--- config.mk ---
export PLATFORM = sky130hd
export DESIGN_NAME = bit_serializer
export DESIGN_NICKNAME = d
export VERILOG_FILES = /design/src/rtl/serial_pkg.sv /design/src/rtl/bit_serializer.sv
export SDC_FILE = /design/constraint.sdc
export NUM_CORES = 1
export LEC_CHECK = 0
export ABC_AREA = 1
export BUFFER_PORTS_ARGS = -buffer_cell sky130_fd_sc_hd__buf_4
export CORE_MARGIN = 3
export CORE_UTILIZATION = 50
export CTS_CLUSTER_DIAMETER = 200
export DETAILED_ROUTE_END_ITERATION = 16
export PLACE_DENSITY = 0.74
export SLEW_MARGIN = 40
export SYNTH_ARGS = -nofsm -noshare
export SYNTH_HDL_FRONTEND = slang
export SYNTH_SLANG_ARGS = --single-unit
--- constraint.sdc ---
create_clock -name clk -period 2.5 [get_ports clk]
set_clock_uncertainty 0.05 [all_clocks]
set_input_delay 0.25 -clock clk [delete_from_list [all_inputs] [get_ports clk]]
set_output_delay 0.25 -clock clk [all_outputs]
set_load 0.01 [all_outputs]
--- src/rtl/serial_pkg.sv ---
// Shared definitions for the serial feeder and the downstream 101 detector.
package serial_pkg;

    typedef enum logic {
        IDLE  = 1'b0,
        SHIFT = 1'b1
    } state_t;

    localparam logic IDLE_LEVEL = 1'b0;

    function automatic int unsigned cnt_w(input int unsigned width);
        return $clog2(width);
    endfunction

endpackage

--- src/rtl/bit_serializer.sv ---
// Parallel-to-serial feeder: accepts a word on a valid/ready handshake and
// shifts it out one bit per clock, chaining back-to-back words with no gap.
module bit_serializer
    import serial_pkg::*;
#(
    parameter int unsigned WIDTH     = 8,
    parameter bit          MSB_FIRST = 1'b1
) (
    input  logic             clk,
    input  logic             reset,
    input  logic [WIDTH-1:0] data_in,
    input  logic             load_valid,
    output logic             load_ready,
    output logic             out,
    output logic             out_valid,
    output logic             busy,
    output logic             done
);

    localparam int unsigned    CW   = cnt_w(WIDTH);
    localparam logic [CW-1:0]  LAST = CW'(WIDTH - 1);

    state_t           r_state;
    logic [WIDTH-1:0] r_sr;
    logic [CW-1:0]    r_cnt;
    logic             r_out;
    logic             r_out_valid;
    logic             r_busy;
    logic             r_done;
    logic             r_load_ready;

    logic             w_accept;
    logic             w_last;
    logic             w_first_bit;
    logic             w_next_bit;
    logic             w_next_last;
    logic [WIDTH-1:0] w_load_sr;
    logic [WIDTH-1:0] w_shift_sr;
    logic [CW-1:0]    w_cnt_inc;

    assign w_accept    = load_valid && r_load_ready;
    assign w_last      = (r_state == SHIFT) && (r_cnt == LAST);
    assign w_cnt_inc   = r_cnt + CW'(1);
    assign w_next_last = (w_cnt_inc == LAST);

    // sr always holds the bits still to be sent, next one at the shift-out end
    assign w_first_bit = MSB_FIRST ? data_in[WIDTH-1] : data_in[0];
    assign w_load_sr   = MSB_FIRST ? (data_in << 1) : (data_in >> 1);
    assign w_next_bit  = MSB_FIRST ? r_sr[WIDTH-1] : r_sr[0];
    assign w_shift_sr  = MSB_FIRST ? (r_sr << 1) : (r_sr >> 1);

    always_ff @(posedge clk or posedge reset) begin
        if (reset) begin
            r_state      <= IDLE;
            r_sr         <= '0;
            r_cnt        <= '0;
            r_out        <= IDLE_LEVEL;
            r_out_valid  <= 1'b0;
            r_busy       <= 1'b0;
            r_done       <= 1'b0;
            r_load_ready <= 1'b1;
        end else if (w_accept) begin
            // accept from IDLE or on the closing edge of the last bit
            r_state      <= SHIFT;
            r_sr         <= w_load_sr;
            r_cnt        <= '0;
            r_out        <= w_first_bit;
            r_out_valid  <= 1'b1;
            r_busy       <= 1'b1;
            r_done       <= 1'b0;
            r_load_ready <= 1'b0;
        end else if (r_state == SHIFT) begin
            if (w_last) begin
                r_state      <= IDLE;
                r_cnt        <= '0;
                r_out        <= IDLE_LEVEL;
                r_out_valid  <= 1'b0;
                r_busy       <= 1'b0;
                r_done       <= 1'b0;
                r_load_ready <= 1'b1;
            end else begin
                r_sr         <= w_shift_sr;
                r_cnt        <= w_cnt_inc;
                r_out        <= w_next_bit;
                r_done       <= w_next_last;
                r_load_ready <= w_next_last;
            end
        end
    end

    assign load_ready = r_load_ready;
    assign out        = r_out;
    assign out_valid  = r_out_valid;
    assign busy       = r_busy;
    assign done       = r_done;

endmodule
[Word-level counts from Yosys, hierarchy flattened]
Index checks and enable logic that the tools add are counted.
Storage, ports and cells
  bits in registers: 16
  bits of input ports: 11
  output and inout bits: 5
  word-level logic and storage cells: 38
Operators by class
  add/subtract/negate cells: 1
  eq/ne operators: 3
  multiplexer cells: 21
  reduce and logical (&&, ||, !) cells: 6
Operators by type and width (number)
  8-bit 2-to-1 mux: 3
  1-bit 2-to-1 mux: 15
  3-bit 2-to-1 mux: 3
  3-bit equality test (second input constant): 2
  2-bit AND reduction: 2
  2-bit nonzero test: 2
  3-bit by 1-bit adder with 3-bit output (second input constant): 1
  1-bit logical AND: 2
  2-bit != test (second input constant): 1

[Logic depth before layout (Yosys ltp)]
  word-level depth: 5
  gate-level depth with buffers: 7
  depth with buffers taken out: 7

[Worst setup path before layout]
No wires, ideal clock.
  path type: flip-flop to flip-flop
  start point: register r_cnt[0]
  end point: register r_cnt[0]
  setup time: 65 ps
  arrival time: 1228 ps
  required time: 2385 ps
  slack: 1157 ps
  cell stages (with the launch flop): 8
  buffers on the path: 0
  period minus slack after synthesis: 1343 ps
  cells stage by stage: dfrtp_1 -> ha_1 -> ha_1 -> inv_1 -> nand2_2 -> nor2_1 -> nand2_1 -> nand2_1
Between the ends
  longest elaborated chain between the ends: 5
  elaborated cells between the ends (all ways): 6
  those cells by class: 1 x add/sub; 1 x eq/ne; 3 x mux; 1 x reduce/logical
RTL lines
  start, declared: line bit_serializer.sv:25  | logic [CW-1:0] r_cnt;
  start signal, assigned: line bit_serializer.sv:83  | r_cnt <= w_cnt_inc;
  parallel branches: the longest is 2 deep, another holds 3-bit by 1-bit adder with 3-bit output
  3-bit 2-to-1 mux *: line bit_serializer.sv:73  | if (w_last) begin
  3-bit 2-to-1 mux *: line bit_serializer.sv:72  | end else if (r_state == SHIFT) begin
  3-bit 2-to-1 mux *: line bit_serializer.sv:62  | end else if (w_accept) begin
Every way passes the cells marked *. The select of a mux whose other input is x is not followed.
A chain may end at the register's enable or synchronous reset.

[Worst setup path in the final report]
  start point: register r_cnt[0]
  end point: register r_cnt[2]
The elaborated chain is that of the path after synthesis.

==> run_results.csv <==
group,metric,value,unit
floorplanning,io_pins,16,
worst_setup_path,crit_type,"register to register",
clock_tree,cts_made_buffers,3,
global_routing,grt_max_degree,21,
power,ir_worst_vdd,548.1,uV
timing,setup_viol,0,
timing,tns,0,ps
drt,drt_wl_total,1.377,mm
floorplanning,fp-row-count,13,
timing,timing.final.hold_violations,0,
yosys,ys_seq_area_share,49.43,%
placement,globalplace.congestion,0.7409,
finish,fin_cells,126,
floorplanning,fp.dieArea,2028,sq um
finish,area_growth,17.08,%
global_routing,grt_pass1_wl,2.304,mm
global_routing,track_usage,15.96,%
drt,drtPass1Iterations,4,
drt,via_count,611,
global_routing,grt-ovfl-total,0,
power,power.leakage,0.5208,nW
finish,final_cell_mix,"42 x nand2_1, 15 x buf_4, 14 x nand3_1, 14 x dfrtp_1, 6 x inv_1",
timing,clock.fmax,654.6,MHz
outcome,status,"completed",
timing,max-slew-margin-rel,63.00,%
finish,antennaDiodeCount,0,
clock_tree,cts.path.max_buffers,2,
clock_tree,cts_max_level,1,
global_routing,antenna_found_initial,0,
clock_tree,worstSkewPairLatency,280,ps
placement,dpl_cell_area,854.6,sq um
yosys,syn-num-nets,109,
timing,fin_hold_ws,123.9,ps
worst_setup_path,crit_path_start_kind,"register",
floorplanning,core_area,1366,sq um
clock_tree,cts_tree,"built",
timing,drv_slew,0,
timing,max_slew.worst_pin.slew,554.4,ps
worst_setup_path,worstPathMaxFanout,10,
yosys,syn_inst,95,
worst_setup_path,required,2680,ps
floorplanning,die_x,45.04,um
drt,viasPerCell,4.849,
placement,place.port_buffers,15,
floorplanning,die_h,45.04,um
clock_tree,cts_sinks,15,
finish,fin_area,892.1,sq um
drt,drtAntennaViolNets,0,
finish,drive_above_1_share,20.72,%
placement,dpl.hpwl,987.8,um
yosys,yosysWarnings,0,
clock_tree,cts_resized,0,
timing,period_share,61.10,%
drt,drc,0,
yosys,yosysUniqueCellTypes,15,
yosys,syn_area,762.0,sq um
worst_setup_path,arrival,1700,ps
job,max-cap-violations,0,
yosys,syn-mean-instance-area,8.021,sq um
power,powerDensity,1026,nW/um^2
worst_setup_path,crit_path_end_kind,"register",
finish,nets,126,
worst_hold_path,holdCritPathClass,"input port to register",
global_routing,grt_pass1_vias,525,
placement,dp.cells,121,
drt,drt_iter0_markers,16,
clock_tree,clk_pin_slew,90,ps
finish,final_common_cell,"nand2_1",
yosys,ys_ff_latch,15,
clock_tree,cts-root-buf,"clkbuf_4",
timing,min_period,1528,ps
drt,wl_per_cell,10.93,um
floorplanning,initial_core_util,55.77,%
timing,rsz0062_at_grt,"no",
finish,fin_util,65.29,%
## power breakdown
group	total [mW]	leakage, nW	internal [mW]	switching [mW]
combinational	0.363	0.315	0.148	0.215
clock	0.140	0.0177	0.0594	0.0804
sequential	0.412	0.188	0.340	0.0720
## sequential cells by signal, summed over array words and instances (netlist names)
signal,cells
r_state,1
load_ready,1
out,1
r_sr,7
busy,1
done,1
r_cnt,3
## what timing repair did
action                    CTS  global route
hold endpoints to repair   14             0
setup buffers               0             0
hold buffers                1             0
## cell families after synthesis
kind of cell    synth area share [%]
compound gates                0.6562
simple gates                   36.95
fa+ha+maj                      4.927
flops                          49.43
buf+inv                        8.045
## critical path: stages, from the launching register on
cell	delay (ps)
dfrtp_1	400
ha_1	200
ha_1	190
inv_1	100
nand2_2	150
nor2_1	240
nand2_1	80
nand2_1	60
## metrics by stage
step | power (mW) | setup WS (ps)
floorplan | 0.6848 | 1157
global placement | 0.7732 | 1014
detailed placement | 0.7804 | 1008
CTS | 0.9245 | 984.4
global route | 1.001 | 884.4
finish | 0.9149 | 972.4
## routing by layer
metal	share of wire [%]	vias to the layer above	track usage, %
li1	-	334	-
met1	55	257	24.12
met2	38	18	19.77
met3	5.8	2	3.586
met4	0.94	0	10.53
met5	0	-	0
## layout make-up
cell class,count,area [sq um]
clock buffers,3,22.52
clock inverters,1,5.005
fillers,124,474.2
inverters,6,22.52
multi-input cells,70,324.1
flip-flops and latches,15,376.6
well taps,15,18.77
repair buffers,16,122.6
## Yosys cell counts, drive strengths merged
master / number / area, sq um
nand4: 2 / 12.51
nand2: 45 / 176.4
dfrtp: 14 / 350.3
clkbuf: 1 / 5.000
nor2: 4 / 15.01
nand3: 14 / 70.07
nand3b: 1 / 7.510
ha: 3 / 37.54
buf: 3 / 33.78
o21ai: 1 / 5.000
inv: 6 / 22.52
dfstp: 1 / 26.28
## final timing paths
check	from	endpoint	slack [ps]	cells past startpoint
worst min register to register	busy$_DFFE_PP0P_	busy$_DFFE_PP0P_	460	2
worst max-delay path	r_cnt[0]$_DFFE_PP0P_	r_cnt[2]$_DFFE_PP0P_	970	7
min in group asynchronous	reset	out$_DFFE_PP0P_	510	3
worst min-delay path	data_in[0]	r_sr[1]$_DFFE_PP0P_	120	3
max in group asynchronous	reset	load_ready$_DFFE_PP1P_	1520	3
worst max register to register	r_cnt[0]$_DFFE_PP0P_	r_cnt[2]$_DFFE_PP0P_	970	7
Note: power is estimated with default switching activity, not from simulation.
